<file path="config.mk">
export PLATFORM = sky130hd
export DESIGN_NAME = jedro_1_mem_arbiter
export DESIGN_NICKNAME = d
export VERILOG_FILES = /design/src/rtl/jedro_1_mem_arbiter.sv
export SDC_FILE = /design/constraint.sdc
export NUM_CORES = 1
export LEC_CHECK = 0
export BUFFER_PORTS_ARGS = -buffer_cell sky130_fd_sc_hd__buf_2
export CAP_MARGIN = 20
export CELL_PAD_IN_SITES_DETAIL_PLACEMENT = 1
export CELL_PAD_IN_SITES_GLOBAL_PLACEMENT = 2
export CORE_ASPECT_RATIO = 2
export CORE_UTILIZATION = 10
export DETAILED_ROUTE_END_ITERATION = 6
export PLACE_DENSITY = 0.8
export SKIP_CTS_REPAIR_TIMING = 1
export SYNTH_ARGS = -nofsm -noshare
export SYNTH_HDL_FRONTEND = slang
export SYNTH_SLANG_ARGS = --single-unit
</file>
<file path="constraint.sdc">
create_clock -name clk_i -period 2.9 [get_ports clk_i]
set_input_delay 0.145 -clock clk_i [delete_from_list [all_inputs] [get_ports clk_i]]
set_output_delay 0.145 -clock clk_i [all_outputs]
set_load 0.03 [all_outputs]
</file>
<file path="src/rtl/jedro_1_mem_arbiter.sv">
`default_nettype none
// ============================================================================
// Module   : jedro_1_mem_arbiter
// Purpose  : Shares one single-port synchronous RAM (1-cycle read latency)
//            between the jedro_1 instruction-fetch port (read-only) and the
//            data port (read/write). The data port normally wins; a
//            starvation counter forces a fetch grant after MAX_STARVE
//            consecutive denied fetch cycles. Fully pipelined: one grant per
//            cycle, responses return exactly one cycle after the grant.
// Ports    :
//   clk_i, rstn_i                 clock, asynchronous active-low reset
//   i_req_i/i_addr_i              fetch request and address
//   i_gnt_o                       fetch accepted this cycle
//   i_rvalid_o/i_rdata_o          fetch response
//   d_req_i/d_we_i/d_be_i         data request, write flag, byte enables
//   d_addr_i/d_wdata_i            data address and write data
//   d_gnt_o                       data accepted this cycle
//   d_rvalid_o/d_rdata_o          data response / write ack
//   mem_en_o/mem_we_o             RAM enable and byte write enables
//   mem_addr_o/mem_wdata_o        RAM address and write data
//   mem_rdata_i                   RAM read data (1 cycle after enable)
// Revision : 1.0 - initial release
// ============================================================================
module jedro_1_mem_arbiter #(
  parameter int ADDR_WIDTH = 32,
  parameter int DATA_WIDTH = 32,
  parameter int MAX_STARVE = 3
) (
  input  logic                    clk_i,
  input  logic                    rstn_i,
  // instruction-fetch port
  input  logic                    i_req_i,
  input  logic [ADDR_WIDTH-1:0]   i_addr_i,
  output logic                    i_gnt_o,
  output logic                    i_rvalid_o,
  output logic [DATA_WIDTH-1:0]   i_rdata_o,
  // data port
  input  logic                    d_req_i,
  input  logic                    d_we_i,
  input  logic [DATA_WIDTH/8-1:0] d_be_i,
  input  logic [ADDR_WIDTH-1:0]   d_addr_i,
  input  logic [DATA_WIDTH-1:0]   d_wdata_i,
  output logic                    d_gnt_o,
  output logic                    d_rvalid_o,
  output logic [DATA_WIDTH-1:0]   d_rdata_o,
  // memory port
  output logic                    mem_en_o,
  output logic [DATA_WIDTH/8-1:0] mem_we_o,
  output logic [ADDR_WIDTH-1:0]   mem_addr_o,
  output logic [DATA_WIDTH-1:0]   mem_wdata_o,
  input  logic [DATA_WIDTH-1:0]   mem_rdata_i
);

  localparam int BE_WIDTH = DATA_WIDTH / 8;
  // Counter must be able to hold MAX_STARVE; keep at least one bit so the
  // MAX_STARVE=0 configuration still has a legal (constant-zero) register.
  localparam int STARVE_W = (MAX_STARVE < 1) ? 1 : $clog2(MAX_STARVE + 1);
  localparam logic [STARVE_W-1:0] STARVE_MAX = STARVE_W'(MAX_STARVE);

  // Owner of the response that returns in the cycle after a grant.
  typedef enum logic [1:0] {
    OWN_NONE  = 2'd0,
    OWN_FETCH = 2'd1,
    OWN_DATA  = 2'd2
  } owner_e;

  owner_e                owner_q, owner_d;
  logic [STARVE_W-1:0]   starve_q, starve_d;
  logic                  fetch_gnt;
  logic                  data_gnt;

  // --------------------------------------------------------------------------
  // Grant decision (combinational, same cycle as the request)
  // --------------------------------------------------------------------------
  always_comb begin
    fetch_gnt = 1'b0;
    data_gnt  = 1'b0;
    // Fetch wins when alone, or when it has been starved long enough.
    // With MAX_STARVE=0 the counter is permanently zero, so fetch always wins.
    if (i_req_i && (!d_req_i || (starve_q == STARVE_MAX))) begin
      fetch_gnt = 1'b1;
    end else if (d_req_i) begin
      data_gnt = 1'b1;
    end
  end

  // --------------------------------------------------------------------------
  // Next-state: starvation counter and response owner
  // --------------------------------------------------------------------------
  always_comb begin
    starve_d = '0;
    owner_d  = OWN_NONE;

    // Only a denied, still-requesting fetch ages; anything else clears it.
    if (i_req_i && data_gnt) begin
      if (starve_q == STARVE_MAX) begin
        starve_d = starve_q;
      end else begin
        starve_d = starve_q + STARVE_W'(1);
      end
    end

    if (fetch_gnt) begin
      owner_d = OWN_FETCH;
    end else if (data_gnt) begin
      owner_d = OWN_DATA;
    end
  end

  always_ff @(posedge clk_i or negedge rstn_i) begin
    if (!rstn_i) begin
      starve_q <= '0;
      owner_q  <= OWN_NONE;
    end else begin
      starve_q <= starve_d;
      owner_q  <= owner_d;
    end
  end

  // --------------------------------------------------------------------------
  // Memory drive: the winner's request goes straight to the RAM
  // --------------------------------------------------------------------------
  always_comb begin
    mem_en_o    = fetch_gnt | data_gnt;
    mem_addr_o  = fetch_gnt ? i_addr_i : d_addr_i;
    mem_we_o    = (data_gnt && d_we_i) ? d_be_i : {BE_WIDTH{1'b0}};
    mem_wdata_o = d_wdata_i;
  end

  // --------------------------------------------------------------------------
  // Grants and responses
  // --------------------------------------------------------------------------
  assign i_gnt_o    = fetch_gnt;
  assign d_gnt_o    = data_gnt;

  assign i_rvalid_o = (owner_q == OWN_FETCH);
  assign d_rvalid_o = (owner_q == OWN_DATA);

  // Read data is gated so an idle port never sees the other port's data.
  assign i_rdata_o  = i_rvalid_o ? mem_rdata_i : {DATA_WIDTH{1'b0}};
  assign d_rdata_o  = d_rvalid_o ? mem_rdata_i : {DATA_WIDTH{1'b0}};

endmodule
`default_nettype wire

</file>
# == After elaboration in Yosys (flattened, before gate mapping) ==
# Cells that the tools add are included.
# op_classes
add_sub_neg,1
multipliers,0
div,0
order_cmp,0
eq_ne,4
shift,0
n_mux,11
bitwise_logic,1
n_reduce_logical,5
# ops
cell,count
two-way mux 32 bit,3
two-way mux 2 bit,4
"equality test 2 bit, second input constant",2
two-way mux 4 bit,1
logical AND 1 bit,3
two-way mux 1 bit,3
"adder 2 x 1 -> 2 bit, second input constant",1
"equality test 2 x 1 -> 1 bit, second input constant",1
"inequality test 2 bit, second input constant",1
logical NOT 1 bit,1
logical OR 1 bit,1
OR 1 bit,1
# word_totals
ff_bits,4
latchBits,0
mem_bits_rw,0
romBits,0
input_bits,137
output_inout_bits,137
wordCells,24
memories,0

# == Depth between registers and ports, before layout ==
# Gate-level depths: netlist of the first run.
# depth
depth_word,6
mapped_depth,5
ltp_nobuf,4

# == Worst setup path before layout of the first run ==
# Ideal clock, no wire load.
# synth_path
path_kind,flip-flop to flip-flop
start,register starve_q[0]
end,register owner_q[1]
setup_time_ns,0.210
arrival_ns,1.348
setup_slack_ns,1.342
stages_incl_launch_ff,3
n_path_buf,0
synth_period_minus_slack_ns,1.558
cell_sequence,dfrtp_1 ha_1 a21boi_0
# synth_between
elab_chain_cells,6
word_cells_on_any_way,7
classes_between,eq/ne: 1; mux: 4; reduce/logical: 2
# synth_rtl
item,line_no,rtl
from (decl),68,"logic [STARVE_W-1:0] starve_q, starve_d;"
from (signal assigned),115,starve_q <= starve_d;
equality test 2 bit,80,if (i_req_i && (!d_req_i || (starve_q == STARVE_MAX))) begin
logical OR 1 bit,80,
logical AND 1 bit,80,
two-way mux 1 bit,80,
net d_gnt_o,43,"output logic d_gnt_o,"
two-way mux 2 bit,105,end else if (data_gnt) begin
two-way mux 2 bit,103,if (fetch_gnt) begin
to (signal assigned),116,owner_q <= owner_d;
to (decl),67,"owner_e owner_q, owner_d;"
# The timed path passes the listed nets, and every way through them passes these cells.
# A chain may end at the register's enable or synchronous reset.

# == Worst setup path after layout of the first run ==
# layout_path
start,register starve_q[0]
end,output mem_addr_o[0]
# layout_between
elab_chain_cells,5
# layout_rtl
item,line_no,rtl
equality test 2 bit,80,
logical OR 1 bit,80,
logical AND 1 bit,80,
two-way mux 1 bit,80,
two-way mux 32 bit,125,mem_addr_o = fetch_gnt ? i_addr_i : d_addr_i;
to (decl),49,"output logic [ADDR_WIDTH-1:0] mem_addr_o,"
# Every way passes these cells.

==> flow_summary.toml, run 1 <==
[status]
status = "completed"

[floorplanning]
die_w_microns = 85.15
rows = 60
start_util = 0.1029
die_h_microns = 168.3
die-area_sq_mm = 0.01433
coreArea_sq_mm = 0.01344
ios = 274

[clock_network]
cts_tree = "yes"
clk_latency_ps = 230
cts-root-buf = "clkbuf_16"
htreeDepth = 1
cts.sinks = 4
cts_made_buffers = 3
cts_buffer_depth = 2
path_clk_slew_ps = 30

[power]
ir_worst_vdd_mv = 0.2111
total_power_mw = 0.7212
p_leak_nw = 1.527
power_per_cell_area_mw_per_mm2 = 296.9

[drt]
drc_errors = 0
final_antenna_net_count = 0
vias = 1796
viasPerCell = 3.695
wl_per_cell_microns = 13.29
routed_wl_mm = 6.459
drt-initial-drc-count = 17
dr.pass1.iters = 3

[layout]
fill_cells = 1694
multi_input_area_sq_um = 984.7
antennaDiodeCount = 0
syn2layout_area_growth_pct = 75.66
finalNetCount = 471
seqCellArea_sq_um = 100.1
final_layout_size_suffix_gt1_frac = 0.7583

[setup_path]
required_ps = 2760
cp.arrival_ps = 2090
end_kind = "output pin"
cp_max_fo = 33
reg2regPathDepth = 4
path_class = "register to output pin"
startpoint_type = "register"

[global_route]
grt_pass1_vias = 1882
grtUsageTotal = 0.08542
grt_max_degree = 34
antenna_found_initial = 2
grt_overflow = 0
grt_pass1_wl_mm = 9.011

[logic_synthesis]
synth_nets = 295
ys_ff_latch = 4
syn_avg_cell_area_sq_um = 8.806
synthesis.area_sq_mm = 0.001383
syn_inst = 157
synth_seq_area_share = 0.07240
synth_cell_types = 19
synth_warnings = 0

[placed_design]
gp_congestion = 0.8565
port_buffers = 209
place_ws_ps = 909.4
detailed_place_hpwl_mm = 5.796

[sta]
tightestPinTransition_ps = 574.5
final.setup.tns_ps = 0
finClkSkew_ps = 0.5333
finalHoldViolations = 0
setup_viol = 0
finalWorstSetupSlack_ps = 668.6
finalCritPeriodShare = 0.7695
whs_ps = 248.8
fmax_mhz = 448.1
slew_headroom = 0.6166
fin_crit_ps = 2231
finalMaxSlewViolations = 0
rsz0062_at_grt = "false"

[min_path]
hold_class = "primary input to async pin"

[flow_run]
cap_viol_max_count = 0
registers in the layout, indices dropped and copies added, names as in the netlist:
signal and flops:
starve_q 2, owner_q 2
metal layers:
metal  routed length (microns)  GRT usage  vias up
met5                        28          0        -
met4                       165    0.04348        4
met3                       975    0.03382       10
met2                      3538     0.1841      218
met1                      1751    0.05701      746
li1                          -          -      818
final cells by class:
class	count	share of cell area
Timing Repair Buffer	212	0.4410
Tap cell	155	0.07986
Inverter	1	0.001546
Multi-Input combinational cell	111	0.4055
Clock buffer	3	0.03091
Sequential cell	4	0.04122
worst paths after layout:
kind                             startpoint            end  slack, ps
worst max register to register  starve_q[0]     owner_q[0]       1350
min in group clk_i                  i_req_i    starve_q[0]        250
worst min-delay path                 rstn_i    starve_q[1]        250
worst min register to register  starve_q[0]    starve_q[0]        440
max in group asynchronous            rstn_i     owner_q[0]       2530
worst max-delay path            starve_q[0]  mem_addr_o[0]        670
cell usage in the layout (no fill, tap or decap):
cell type        n
buf_2          209
and2_1          68
mux2_4          29
dfrtp_1          4
mux2_2           3
clkbuf_16        3
nor2b_2          2
buf_4            2
nand2b_2         1
nand2_4          1
inv_1            1
a21boi_0         1
nand2_1          1
a21oi_1          1
or2_2            1
nor3b_1          1
and4b_1          1
ha_1             1
dlygate4sd3_1    1
metrics by stage:
stage                     instance area, sq um    util  cells
after floorplan                           1383       -    157
after global placement                    2344  0.1744    482
after detailed placement                  2344  0.1744    482
after CTS                                 2419  0.1800    485
after global routing                      2429  0.1807    486
final                                     2429  0.1807    486
cells in the mapped netlist (all sizes together):
cell type	n	share of area
a21boi	1	0.0054
a21oi	1	0.0036
and2	68	0.31
and4b	1	0.0072
buf	37	0.21
clkbuf	4	0.011
dfrtp	4	0.072
ha	1	0.0090
inv	1	0.0027
mux2	32	0.34
nand2	2	0.011
nand2b	1	0.0063
nor2b	2	0.0090
nor3b	1	0.0054
or2	1	0.0045
report_power, final:
group	switching (mW)	internal [mW]	total, mW
logic	0.264	0.177	0.441
registers	0.00151	0.0590	0.0605
clock network	0.0430	0.177	0.220
total	0.309	0.413	0.721
worst max-delay path, stage by stage (launching register included):
cell      delay [ps]
dfrtp_1          370
ha_1             240
nand2b_2         220
nand2_4          450
mux2_2           390
buf_2            170
kinds of logic after synthesis:
| family | after synthesis | share of synthesized area |
|---|---|---|
| and+or+nand+nor | 76 | 0.3511 |
| buffers and inverters | 42 | 0.2190 |
| muxes | 32 | 0.3394 |
| DFF | 4 | 0.07240 |
| AOI/OAI and AO/OA | 2 | 0.009048 |
| adders and majority gates | 1 | 0.009048 |
(Power assumes the default switching activity.)
==> run 2, diff against run 1 <==
--- a/config.mk
+++ b/config.mk
@@ -5,6 +5,7 @@
 export SDC_FILE = /design/constraint.sdc
 export NUM_CORES = 1
 export LEC_CHECK = 0
+export ABC_AREA = 1
 export BUFFER_PORTS_ARGS = -buffer_cell sky130_fd_sc_hd__buf_2
 export CAP_MARGIN = 20
 export CELL_PAD_IN_SITES_DETAIL_PLACEMENT = 1
@@ -12,7 +13,7 @@
 export CORE_ASPECT_RATIO = 2
 export CORE_UTILIZATION = 10
 export DETAILED_ROUTE_END_ITERATION = 6
-export PLACE_DENSITY = 0.8
+export PLACE_DENSITY = 0.95
 export SKIP_CTS_REPAIR_TIMING = 1
 export SYNTH_ARGS = -nofsm -noshare
 export SYNTH_HDL_FRONTEND = slang
==> constraint.sdc (replaced) <==
create_clock -name clk_i -period 2 [get_ports clk_i]
set_input_delay 0.1 -clock clk_i [delete_from_list [all_inputs] [get_ports clk_i]]
set_output_delay 0.1 -clock clk_i [all_outputs]
set_load 0.03 [all_outputs]
==> run 2 against run 1 <==
  * Worst setup slack worse by 480 ps
  * Power up 42%
  * Sequential power up 44%
  * First-iteration DRC count up 82%
  * Utilization down 0.054 points
  * Clock-buffer cell count unchanged
==> flow_summary.toml, run 2 <==
[status]
status = "completed"

[clock_network]
cts.sinks = 4
clk_latency_ps = 230
cts-root-buf = "clkbuf_16"
htreeDepth = 1
cts_buffer_depth = 2
cts_tree = "yes"
cts_made_buffers = 3
path_clk_slew_ps = 30

[drt]
wl_per_cell_microns = 10.48
routed_wl_mm = 6.206
dr.pass1.iters = 2
drt-initial-drc-count = 31
drc_errors = 0
vias = 2173
viasPerCell = 3.671
final_antenna_net_count = 0

[floorplanning]
start_util = 0.1019
coreArea_sq_mm = 0.01299
ios = 274
die_w_microns = 83.36
rows = 59
die-area_sq_mm = 0.01373
die_h_microns = 164.7

[setup_path]
cp.arrival_ps = 1710
r2r_slack_ps = 670
cp_max_fo = 17
path_class = "register to output pin"
required_ps = 1900
startpoint_type = "register"
crit_end = "mem_addr_o[8]"
reg2regPathDepth = 6
rr_startpoint = "starve_q[0]"
end_kind = "output pin"
crit_start = "starve_q[0]"
regToRegEndpoint = "owner_q[0]"

[sta]
fin_crit_ps = 1812
finalMaxSlewViolations = 0
finalWorstSetupSlack_ps = 187.9
slew_headroom = 0.7643
rsz0062_at_grt = "false"
tightestPinTransition_ps = 353.5
finalHoldViolations = 0
final.setup.tns_ps = 0
setup_viol = 0
finalCritPeriodShare = 0.9061
finClkSkew_ps = 2.555
fmax_mhz = 551.8

[logic_synthesis]
synth_edf_count = 0
synth_seq_area_share = 0.07561
syn_inst = 269
netlist.area_leader.share = 0.2042
synth_nets = 407
synth_cell_types = 13
synth.largest_area_cell = "buf_4"
synthesis.area_sq_mm = 0.001324
synth_warnings = 0
synthTopCellsByCount = "nor2_1 (69), nand2_1 (67), inv_1 (43)"
async_reset_ff_frac = 1.000
synth_ff_type = "dfrtp_1"
syn_avg_cell_area_sq_um = 4.921
ys_ff_latch = 4
synth.most_common_cell = "nor2_1"
synthTopCellsByArea = "buf_4 (20%), nor2_1 (20%), nand2_1 (19%)"

[placed_design]
detailed_place_hpwl_mm = 5.474
gp_congestion = 0.6907
place_ws_ps = 388.3
port_buffers = 209

[layout]
fin_util = 0.1802
antennaDiodeCount = 0
final_common_cell = "buf_2"
multi_input_area_sq_um = 713.2
reg_top3 = "owner_q (2), starve_q (2)"
mostFrequentLayoutCells = "buf_2 (209), nor2_1 (69), nand2_1 (67)"
fill_cells = 1764
finalNetCount = 580
syn2layout_area_growth_pct = 76.84
final_layout_size_suffix_gt1_frac = 0.5000
seqCellArea_sq_um = 100.1

[power]
p_leak_nw = 1.705
combPwrFrac = 0.609
pwr-share-seq = 0.085
clockPowerShare = 0.306
p_switching_mw = 0.4835
p_int_mw = 0.5431
ir_worst_vdd_mv = 0.2867
power_per_cell_area_mw_per_mm2 = 438.5
switching_share = 0.4710

[global_route]
antenna_found_initial = 0
grt_overflow = 0
grt_pass1_wl_mm = 9.363
grt_max_degree = 34
grtUsageTotal = 0.08220
grt_pass1_vias = 2075

[min_path]
hold_class = "primary input to register"

[flow_run]
cap_viol_max_count = 0
## run 2: kinds of logic (layout without fill, tap and decap cells)
| logic type | Yosys count | count (layout) | synth area share |
|---|---|---|---|
| simple gates | 172 | 172 | 0.5255 |
| buf+inv | 91 | 262 | 0.3856 |
| fa+ha+maj | 1 | 1 | 0.009450 |
| compound gates | 1 | 1 | 0.003777 |
| flops | 4 | 4 | 0.07562 |
## run 2: worst max-delay path, cell delays in order, from the launching register on
cell	delay, ps
dfrtp_1	380
ha_1	220
inv_1	70
nand2_2	150
nand2_2	120
buf_4	210
nand2_1	70
nand2_1	70
buf_2	200
## run 2: worst min-delay path by stage
stage	startpoint	endpoint	cells after the start
after floorplan	rstn_i	owner_q[0]	0
after global placement	rstn_i	starve_q[0]	1
after detailed placement	rstn_i	starve_q[0]	1
after CTS	rstn_i	starve_q[0]	1
after global routing	d_wdata_i[26]	mem_wdata_o[26]	0
final	d_req_i	owner_q[1]	3
## run 2: per-layer routing
metal / GRT usage / wire (microns) / vias to the layer above
met5: 0 / 0 / -
met4: 0.01176 / 25 / 0
met3: 0.03498 / 738 / 3
met2: 0.1732 / 3468 / 159
met1: 0.07058 / 1973 / 917
li1: - / - / 1094
## run 2: layout make-up
cell class / count / area share
Tap cell: 152 / 0.08124
Inverter: 43 / 0.06895
Sequential cell: 4 / 0.04276
Clock buffer: 3 / 0.03207
Timing Repair Buffer: 216 / 0.4703
Multi-Input combinational cell: 174 / 0.3046
## run 2: stage by stage
step / cells / hold WS [ps] / instance area (sq um) / total power [mW]
2_1_floorplan: 269 / -195.6 / 1324 / 0.6047
5_1_grt: 592 / 200.2 / 2341 / 1.093
4_1_cts: 591 / -323.4 / 2331 / 1.039
3_5_place_dp: 588 / -89.68 / 2256 / 0.7217
3_3_place_gp: 588 / -93.09 / 2256 / 0.7173
6_report: 592 / 181.7 / 2341 / 1.027
## run 2: power groups by stage
stage | clock [mW] | sequential [mW] | combinational [mW]
6_report | 0.314 | 0.0872 | 0.625
2_1_floorplan | 0 | 0.0877 | 0.517
3_5_place_dp | 0 | 0.0882 | 0.633
5_1_grt | 0.324 | 0.0878 | 0.682
3_3_place_gp | 0 | 0.0879 | 0.629
4_1_cts | 0.316 | 0.0873 | 0.636
==> run 3, diff against run 2 <==
--- a/config.mk
+++ b/config.mk
@@ -13,6 +13,7 @@
 export CORE_ASPECT_RATIO = 2
 export CORE_UTILIZATION = 10
 export DETAILED_ROUTE_END_ITERATION = 6
+export MAX_ROUTING_LAYER = met4
 export PLACE_DENSITY = 0.95
 export SKIP_CTS_REPAIR_TIMING = 1
 export SYNTH_ARGS = -nofsm -noshare
==> run 3 against run 2 <==
  * Routed wire length shrank 0.13%
  * Power is essentially flat
  * Sequential power is essentially flat
  * Fmax grew 0.23%
  * Largest cell class unchanged
  * Worst setup slack gained 4.2 ps
  * Flip-flop and latch count is the same
  * Sequential share of layout area is the same
  * Critical path type unchanged
==> flow_summary.toml, run 3 (synthesis gave the netlist of run 2 again) <==
[setup_path]
cp_max_fo = 17
end_kind = "output pin"
required_ps = 1900
cp.arrival_ps = 1710
reg2regPathDepth = 6
path_class = "register to output pin"
startpoint_type = "register"

[global_route]
grt_pass1_wl_mm = 9.363
grt_max_degree = 34
grtUsageTotal = 0.08454
grt_overflow = 0
grt_pass1_vias = 2079
antenna_found_initial = 0

[floorplanning]
coreArea_sq_mm = 0.01299
die_w_microns = 83.36
die_h_microns = 164.7
rows = 59
start_util = 0.1019
die-area_sq_mm = 0.01373
ios = 274

[drt]
vias = 2173
drc_errors = 0
viasPerCell = 3.671
routed_wl_mm = 6.198
drt-initial-drc-count = 28
final_antenna_net_count = 0
dr.pass1.iters = 3
wl_per_cell_microns = 10.47

[layout]
syn2layout_area_growth_pct = 76.84
antennaDiodeCount = 0
finalNetCount = 580
reg_top3 = "owner_q (2), starve_q (2)"
fill_cells = 1764
final_common_cell = "buf_2"
mostFrequentLayoutCells = "buf_2 (209), nor2_1 (69), nand2_1 (67)"
final_layout_size_suffix_gt1_frac = 0.5000
fin_util = 0.1802

[power]
p_leak_nw = 1.705
p_switching_mw = 0.4832
total_power_mw = 1.026
switching_share = 0.4708
ir_worst_vdd_mv = 0.2867
power_per_cell_area_mw_per_mm2 = 438.4
clockPowerShare = 0.306
p_int_mw = 0.5431
combPwrFrac = 0.609
pwr-share-seq = 0.085

[placed_design]
gp_congestion = 0.6980
place_ws_ps = 388.3
port_buffers = 209
detailed_place_hpwl_mm = 5.474

[clock_network]
cts_tree = "yes"
cts_buffer_depth = 2
cts-root-buf = "clkbuf_16"
cts_made_buffers = 3
cts.sinks = 4
htreeDepth = 1
clk_latency_ps = 230
path_clk_slew_ps = 30

[sta]
final.setup.tns_ps = 0
fmax_mhz = 553.1
rsz0062_at_grt = "false"
finalHoldViolations = 0
finalMaxSlewViolations = 0
fin_crit_ps = 1808
finalCritPeriodShare = 0.9040
finalWorstSetupSlack_ps = 192.1
slew_headroom = 0.7643
setup_viol = 0
whs_ps = 180.8
finClkSkew_ps = 2.552
tightestPinTransition_ps = 353.5

[status]
status = "completed"

[flow_run]
cap_viol_max_count = 0

[min_path]
hold_depth = 3
hold_class = "primary input to register"
==> run 3: cell counts in the layout (fill, tap and decap cells not counted) <==
No cell type changed its count.
==> run 3: final cells by class <==
type / count / area [sq um] / share of cell area
clock buffers: 3 / 75.07 / 0.03207
inverters: 43 / 161.4 / 0.06895
flip-flops and latches: 4 / 100.1 / 0.04276
multi-input cells: 174 / 713.2 / 0.3046
repair buffers: 216 / 1101 / 0.4703
well taps: 152 / 190.2 / 0.08124
==> run 3: per-layer routing <==
layer	track usage	wire [microns]	part of all wire
met5	-	0	0
met4	0.01176	25	0.0040
met3	0.03298	710	0.11
met2	0.1732	3468	0.56
met1	0.07180	1994	0.32
==> run 3: stage by stage <==
stage,cell area (sq um),cells
2_1_floorplan,1324,269
3_3_place_gp,2256,588
3_5_place_dp,2256,588
4_1_cts,2331,591
5_1_grt,2341,592
6_report,2341,592
==> run 3: final timing paths <==
path	slack (ps)	start	endpoint
max	190	starve_q[0]	mem_addr_o[8]
min	180	d_req_i	owner_q[1]
max reg2reg	670	starve_q[0]	owner_q[0]
min reg2reg	450	starve_q[0]	starve_q[0]
max in group asynchronous	1670	rstn_i	starve_q[1]
min in group asynchronous	210	rstn_i	starve_q[0]
==> run 3: worst max-delay path, cell delays in order, from the launching register on <==
cell	delay, ps
dfrtp_1	380
ha_1	220
inv_1	70
nand2_2	140
nand2_2	120
buf_4	210
nand2_1	70
nand2_1	70
buf_2	200
==> run 3: power by group through the flow <==
stage                     Sequential (mW)  Combinational [mW]  Clock, mW
after floorplan                    0.0877               0.517          0
after global placement             0.0879               0.629          0
after detailed placement           0.0882               0.633          0
after CTS                          0.0873               0.636      0.316
after global routing               0.0878               0.682      0.324
final                              0.0872               0.625      0.314
